$ cat src/rtl/extend.sv
// extend: immediate extension unit for the instruction decoder.
//
// Turns the 12-bit instruction immediate into a 32-bit operand. A memory
// offset is zero-extended from all 12 bits. A data-processing immediate is
// zero-extended from its low 8 bits. The unit also gives the shifter
// carry-out for that immediate. A registered copy of the operand can be
// captured under an enable.
//
// Build option:
//   EXTEND_ROTATE_EN - when defined, a data-processing immediate is rotated
//                      right by 2*instr_imm[11:8] bit positions, in the ARM
//                      rotate-immediate form. When it is undefined, the
//                      rotate field is ignored and imm_carry always equals
//                      carry_in.
//
// Parameters:
//   IMM_W  - immediate field width (only 12 is supported)
//   DATA_W - extended operand width (only 32 is supported)
//
// Ports:
//   clk         in   clock; all state changes on the rising edge
//   reset       in   synchronous active-high reset of the registered outputs
//   instr_imm   in   raw immediate field [IMM_W-1:0]
//   imm_src     in   1 = 12-bit zero-extend, 0 = 8-bit data-processing imm
//   carry_in    in   current C flag
//   en          in   capture enable for ext_imm_q / ext_imm_vld
//   ext_imm     out  combinational extended immediate [DATA_W-1:0]
//   imm_carry   out  combinational shifter carry-out
//   ext_imm_q   out  registered ext_imm
//   ext_imm_vld out  registered flag: ext_imm_q holds a captured value
module extend #(
   parameter int unsigned IMM_W  = 12,
   parameter int unsigned DATA_W = 32
) (
   input  logic              clk,
   input  logic              reset,
   input  logic [IMM_W-1:0]  instr_imm,
   input  logic              imm_src,
   input  logic              carry_in,
   input  logic              en,
   output logic [DATA_W-1:0] ext_imm,
   output logic              imm_carry,
   output logic [DATA_W-1:0] ext_imm_q,
   output logic              ext_imm_vld
);

   localparam int unsigned IMM8_W = 8;
   localparam int unsigned ROT_W  = 4;
   localparam int unsigned SHAM_W = ROT_W + 1;

   logic [IMM8_W-1:0] imm8;
   logic [ROT_W-1:0]  rot_field;
   logic [DATA_W-1:0] imm8_zx;
   logic [DATA_W-1:0] imm12_zx;
   logic [DATA_W-1:0] dp_imm;
   logic              dp_carry;

   assign imm8      = instr_imm[IMM8_W-1:0];
   assign rot_field = instr_imm[IMM_W-1:IMM_W-ROT_W];
   assign imm8_zx   = DATA_W'(imm8);
   assign imm12_zx  = DATA_W'(instr_imm);

`ifdef EXTEND_ROTATE_EN
   // Rotate right by twice the 4-bit field. Shifting two copies side by side
   // gives the rotate without a barrel of muxes.
   logic [SHAM_W-1:0] rot_amt;

   assign rot_amt = {rot_field, 1'b0};

   always_comb begin
      dp_imm   = DATA_W'({imm8_zx, imm8_zx} >> rot_amt);
      // A zero rotate leaves C untouched. Otherwise C takes the top result bit.
      dp_carry = (rot_field != '0) ? dp_imm[DATA_W-1] : carry_in;
   end
`else
   // The rotate field has no effect in this build.
   logic unused_rot;

   assign unused_rot = ^rot_field;

   always_comb begin
      dp_imm   = imm8_zx;
      dp_carry = carry_in;
   end
`endif

   // Select the operand and the carry-out between the two immediate forms.
   always_comb begin
      ext_imm   = imm12_zx;
      imm_carry = carry_in;
      if (!imm_src) begin
         ext_imm   = dp_imm;
         imm_carry = dp_carry;
      end
   end

   // Registered capture path.
   logic [DATA_W-1:0] cap_imm_d, cap_imm_q;
   logic              cap_vld_d, cap_vld_q;

   always_comb begin
      cap_imm_d = cap_imm_q;
      cap_vld_d = cap_vld_q;
      if (en) begin
         cap_imm_d = ext_imm;
         cap_vld_d = 1'b1;
      end
   end

   // Reset overrides en, so a capture in the reset cycle is discarded.
   always_ff @(posedge clk) begin
      if (reset) begin
         cap_imm_q <= '0;
         cap_vld_q <= 1'b0;
      end else begin
         cap_imm_q <= cap_imm_d;
         cap_vld_q <= cap_vld_d;
      end
   end

   assign ext_imm_q   = cap_imm_q;
   assign ext_imm_vld = cap_vld_q;

endmodule

$ cat config.mk
export PLATFORM = sky130hd
export DESIGN_NAME = extend
export DESIGN_NICKNAME = d
export VERILOG_FILES = /design/src/rtl/extend.sv
export SDC_FILE = /design/constraint.sdc
export NUM_CORES = 1
export LEC_CHECK = 0
export ABC_AREA = 1
export BUFFER_PORTS_ARGS = -buffer_cell sky130_fd_sc_hd__buf_2
export CORE_MARGIN = 4
export CORE_UTILIZATION = 32
export CTS_CLUSTER_SIZE = 12
export DETAILED_ROUTE_END_ITERATION = 12
export PLACE_DENSITY_LB_ADDON = 0.08
export RECOVER_POWER = 50
export SYNTH_ARGS = -nofsm -noshare
export SYNTH_HDL_FRONTEND = slang
export SYNTH_SLANG_ARGS = --single-unit
$ cat constraint.sdc
create_clock -name clk -period 0.8 [get_ports clk]
set_input_delay 0.04 -clock clk [delete_from_list [all_inputs] [get_ports clk]]
set_output_delay 0.04 -clock clk [all_outputs]
set_load 0.02 [all_outputs]
==> results of run 1 <==
## kinds of logic (layout without fill, tap and decap cells)
| logic type | count (synthesis) | in the layout | share of synthesized area (%) |
|---|---|---|---|
| AND/OR/NAND/NOR | 26 | 26 | 11.2 |
| AO/OA/AOI/OAI | 16 | 16 | 10.0 |
| buffers and inverters | 59 | 56 | 48.5 |
| other | 1 | 40 | 0.430 |
| flip-flops | 13 | 13 | 29.8 |
## through the flow
stage	cells	setup slack [ns]	cell area, um2
after floorplan	154	0.124	1020
after global placement	171	0.0587	856
after detailed placement	171	0.0536	856
after CTS	179	0.00170	972
after global routing	181	-0.00851	1020
final	181	0.0390	1020
## final cells by class
cell class	count	area, um2
timing repair buffer	46	325
multi-input combinational	82	335
fill	280	1520
inverter	6	22.5
sequential	13	277
tap	30	37.5
clock buffer	4	26.3
## repair_timing
action                                  4_1_cts  5_1_grt
hold endpoints to repair                      4        0
pin swaps                                     0        0
endpoints found under the setup margin       13       12
buffers inserted                              0        2
gates resized for setup                      25       14
cloned                                        0        0
hold buffers                                  4        0
## state kept, by name, indices dropped and copies added (netlist names)
name and cells:
ext_imm_vld 1, ext_imm_q 12
## layer usage
layer | routed length, um | global-route usage (%) | share of wire (%)
met2 | 829 | 13.3 | 49
met1 | 643 | 10.1 | 38
met4 | 0 | 2.85 | 0
met3 | 215 | 2.16 | 13
met5 | 0 | 0 | 0
## cells in the final DEF, fill, tap and decap left out
master	netlist	routed
nor2_1	22	22
a21oi_1	2	2
o21ai_0	7	7
inv_2	1	1
o21ai_1	5	5
inv_1	5	5
dlygate4sd3_1	0	4
conb_1	1	40
clkbuf_2	0	3
buf_6	2	13
clkbuf_4	0	3
clkbuf_1	0	10
nand2_1	4	4
dfxtp_2	0	13
buf_4	49	2
a21oi_2	2	2
buf_2	2	15
## power by group through the flow
stage | clock network (mW) | registers, mW | logic [mW]
floorplan | 0 | 0.780 | 0.486
global placement | 0 | 0.728 | 0.475
detailed placement | 0 | 0.726 | 0.476
CTS | 0.430 | 0.722 | 0.517
global route | 0.451 | 0.735 | 0.598
finish | 0.394 | 0.729 | 0.548
## how the worst max path moves through the flow
stage | startpoint | endpoint | slack [ns] | depth (start not counted)
after global placement | en | ext_imm_q[9] | 0.06 | 4
after CTS | ext_imm_q[6] | ext_imm_q[6] | 0.002 | 1
after floorplan | ext_imm_q[10] | ext_imm_q[10] | 0.12 | 2
after global routing | ext_imm_q[7] | ext_imm_q[7] | -0.009 | 1
final | ext_imm_q[3] | ext_imm_q[3] | 0.04 | 1
after detailed placement | en | ext_imm_q[11] | 0.05 | 4
==> results.md, run 1 <==
* Number of global-route vias before repair at 526
* Final nets at 169
* Logic pwr share at 32.8%
* Die Ht at 60.2 um
* CP max stage cell: dfxtp_2
* Die X at 60.2 um
* Antenna Cells at 0
* CTS tree: built
* Max Slew Vio Count at 0
* # rows at 18
* Area delta synth->final at 17.4%
* Count leader, synth: buf_4
* Clock period minus worst slack at 0.761 ns
* Hold Path End: ext_imm_q[1]
* Crit Path Category: reg -> out
* Final setup vio count at 0
* EDFF count, synth at 0
* CTS clk-pin slew, worst paths at 0.08 ns
* Status: complete, no violations
* Port buffer count at 40
* Area share of the largest cell type after synthesis at 42.2%
* TritonCTS Sinks at 13
* Worst Clk Skew at 0 ns
* Ys async rst share at 0%
* CP Buf/Inv Count at 1
* GRT Util Overall at 8.08%
* Number of CTS-inserted buffers at 3
* Synth Flop Type: dfxtp_1
* DRC viols at 0
* DP HPWL at 1320 um
* Final ANT Viol Nets at 0
* Top cells by count, synth: buf_4 (49), nor2_1 (22), dfxtp_1 (13)
* Area leader, netlist: buf_4
* Via/cell ratio at 3.59
* Pint at 1.06 mW
* First-pass GRT wire length at 2190 um
* Initial antenna violation count at 0
* Hold slack at 0.0164 ns
* DRT iter0 DRCs at 4
* Flop-to-flop setup slack at 0.10 ns
* Yosys reg bits at 13
* Crit path max-delay family: flip-flops
* Layout cells sized above 1 at 34.4%
* Worst setup SP type: flip-flop
* Crit path arrival time at 0.72 ns
* Core area at 2540 um2
* Max FO, Critical Path at 2
* Post-synth cell types at 13
* Hold Crit Depth at 3
* Clk buf depth at 2
* DRT Wirelength at 1690 um
* Ys Warns at 0
* Clock Power Share at 23.6%
* Count of mapped cells out of synthesis at 115
* Hold Crit Start: instr_imm[1]
* Final cycle utilization of the critical path at 95.1%
* Worst r2r path cells at 3
* Largest cells by area after synthesis: buf_4 (42%), dfxtp_1 (30%), nor2_1 (9.5%)
* FF-to-FF End: ext_imm_q[5]
* Final Util at 40.2%
* Initial core utilization at 34.3%
* Sequential share of power at 43.6%
* TNS Setup at 0 ns
* Tightest Hold Check Type: in -> reg
* GP Congestion at 0.620
* Hold violation total from the final report at 0
* Via count at 650
* Sw frac at 36.3%
* Crit path cell chain: buf_6
* Crit end category: primary output
* Die area at 3620 um2
* Data required, critical path at 0.76 ns
* Psw at 0.607 mW
* Avg Inst Size Synth at 7.58 um2
* R2r startpoint: ext_imm_q[5]
* F_max at 1310 MHz
* Clock Latency Late Sink at 0.26 ns
* P_leak at 0.564 nW
* RSZ-0062 raised after global routing: yes
* Pwr Total at 1.67 mW
* Post-DR wirelength/cell at 9.33 um
* GRT overflow at 0
* Maximum vdd ir drop at 0.00116 V
* Max_cap viols at 0
* # IOs at 83
* Critical Path Max Stage Delay at 0.34 ns
* Mapped Area at 872 um2
* Power per cell area at 1630 nW/um2
* Seq/Total Area, Yosys at 29.8%
* Root Driver: clkbuf_4
* H-tree levels at 1
* Largest net degree at the start of global routing at 15
* TritonRoute pass-1 iters at 3
No activity file was read; power rests on OpenSTA's default activity.
==> run 2: changes to the inputs <==
--- a/config.mk
+++ b/config.mk
@@ -6,11 +6,11 @@
 export NUM_CORES = 1
 export LEC_CHECK = 0
 export ABC_AREA = 1
-export BUFFER_PORTS_ARGS = -buffer_cell sky130_fd_sc_hd__buf_2
 export CORE_MARGIN = 4
-export CORE_UTILIZATION = 32
+export CORE_UTILIZATION = 54
 export CTS_CLUSTER_SIZE = 12
 export DETAILED_ROUTE_END_ITERATION = 12
+export DONT_BUFFER_PORTS = 1
 export PLACE_DENSITY_LB_ADDON = 0.08
 export RECOVER_POWER = 50
 export SYNTH_ARGS = -nofsm -noshare
==> run 2 against run 1 <==
Net effect: the flow now finishes with violations (negative hold slack); die area decreased by 36%; largest cell class unchanged; cell count fell by 18%; cell area is 5.7% lower; first-iteration DRC count rose by 25%; power fell by 3.7%.
==> results.md, run 2 (same netlist as run 1, synthesis figures left out) <==
* Core area at 1520 um2
* Initial core utilization at 57.2%
* Die area at 2320 um2
* Largest net degree at the start of global routing at 15
* # IOs at 83
* TritonRoute pass-1 iters at 4
* CP Buf/Inv Count at 1
* Number of CTS-inserted buffers at 3
* CTS clk-pin slew, worst paths at 0.08 ns
* P_leak at 0.513 nW
* Hold violation total from the final report at 13
* Port buffer count at 0
* Maximum vdd ir drop at 0.000881 V
* GRT overflow at 0
* Data required, critical path at 0.76 ns
* Post-DR wirelength/cell at 11.3 um
* Layout cells sized above 1 at 25.0%
* Max Slew Vio Count at 0
* Status: complete, but fails checks
* Hold Crit Start: en
* Hold Path End: ext_imm_vld
* DP HPWL at 1130 um
* Clock Power Share at 25.2%
* RSZ-0062 raised after global routing: yes
* Crit path cell chain: buf_6
* Pint at 1.05 mW
* Crit end category: primary output
* Crit Path Category: reg -> out
* Sw frac at 34.7%
* Number of global-route vias before repair at 484
* Antenna Cells at 0
* Root Driver: clkbuf_4
* Clock Latency Late Sink at 0.27 ns
* Max_cap viols at 0
* Hold Crit Depth at 2
* DRC viols at 0
* Worst r2r path cells at 3
* Crit path arrival time at 0.73 ns
* Clk buf depth at 2
* Flop-to-flop setup slack at 0.11 ns
* H-tree levels at 1
* GP Congestion at 0.603
* Via count at 618
* Tightest Hold Check Type: in -> reg
* Area delta synth->final at 10.6%
* Psw at 0.558 mW
* Die X at 48.2 um
* CP max stage cell: dfxtp_2
* Worst setup SP type: flip-flop
* Die Ht at 48.2 um
* Met2 usage at 21.1%
* First-pass GRT wire length at 1960 um
* Final setup vio count at 0
* Commonest non-fill, non-tap cell in the layout: conb_1
* Initial antenna violation count at 0
* Final ANT Viol Nets at 0
* GRT Util Overall at 12.7%
* DRT iter0 DRCs at 5
* Worst Clk Skew at 0 ns
* Most frequent cells in the layout: conb_1 (40), nor2_1 (22), dfxtp_2 (13), dlygate4sd3_1 (13), buf_6 (13)
* R2r startpoint: ext_imm_q[3]
* Hold slack at -0.107 ns
* Power per cell area at 1670 nW/um2
* Clock period minus worst slack at 0.769 ns
* Logic pwr share at 29.6%
* Final cycle utilization of the critical path at 96.1%
* Critical Path Max Stage Delay at 0.34 ns
* F_max at 1300 MHz
* GR Layer Usage met1 at 12.7%
* FF-to-FF End: ext_imm_q[3]
* # rows at 14
* TritonCTS Sinks at 13
* Sequential share of power at 45.3%
* FILL cells at 139
* TNS Setup at 0 ns
* Crit path max-delay family: flip-flops
* Failing checks: negative hold slack
* Final nets at 150
* CTS tree: built
* Max reg flops at 12
* Via/cell ratio at 4.18
* Met3 Use GR at 4.80%
* DRT Wirelength at 1670 um
* GRT Max-Usage Layer: met2
* Max FO, Critical Path at 2
* Pwr Total at 1.61 mW
-- run 2: layer usage --
| layer | up-vias | wire, um |
|---|---|---|
| li1 | 297 | - |
| met1 | 268 | 551 |
| met2 | 51 | 848 |
| met3 | 2 | 255 |
| met4 | 0 | 12 |
| met5 | - | 0 |
-- run 2: final cells by class --
type	instances	area, um2	area share [%]
clock buffers	4	26.3	2.72
multi-input cells	82	335	34.8
well taps	16	20.0	2.08
repair buffers	27	284	29.4
flip-flops and latches	13	277	28.7
inverters	6	22.5	2.33
-- run 2: power by group through the flow --
stage	Sequential, mW	Clock (mW)	Combinational, mW
floorplan	0.780	0	0.486
global route	0.735	0.444	0.512
finish	0.728	0.405	0.476
global placement	0.726	0	0.384
CTS	0.718	0.427	0.440
detailed placement	0.727	0	0.384
-- run 2: worst max path at each step --
| stage | startpoint | end | slack, ns | cells past startpoint |
|---|---|---|---|---|
| CTS | ext_imm_q[8] | ext_imm_q[8] | 0.0002 | 1 |
| finish | ext_imm_vld | ext_imm_vld | 0.03 | 1 |
| floorplan | ext_imm_q[10] | ext_imm_q[10] | 0.12 | 2 |
| global route | ext_imm_q[11] | ext_imm_q[11] | -0.007 | 1 |
| global placement | ext_imm_q[10] | ext_imm_q[10] | 0.20 | 2 |
| detailed placement | ext_imm_q[0] | ext_imm_q[0] | 0.19 | 2 |
-- run 2: stage by stage --
| stage | hold WS, ns | std cells | utilization [%] | area, um2 | setup slack [ns] |
|---|---|---|---|---|---|
| after floorplan | 0.112 | 154 | - | 1020 | 0.124 |
| after global placement | 0.0801 | 130 | 48.3 | 736 | 0.196 |
| after detailed placement | 0.0801 | 130 | 48.3 | 736 | 0.192 |
| after CTS | -0.120 | 146 | 58.9 | 897 | 0.000224 |
| after global routing | -0.113 | 148 | 63.3 | 965 | -0.00660 |
| final | -0.107 | 148 | 63.3 | 965 | 0.0313 |
-- run 2: what timing repair did --
action	in CTS	in global routing
gates cloned	0	0
endpoints found under the setup margin	6	12
hold buffers	12	1
resized for setup	8	18
buffers inserted	0	1
hold endpoints to repair	13	13
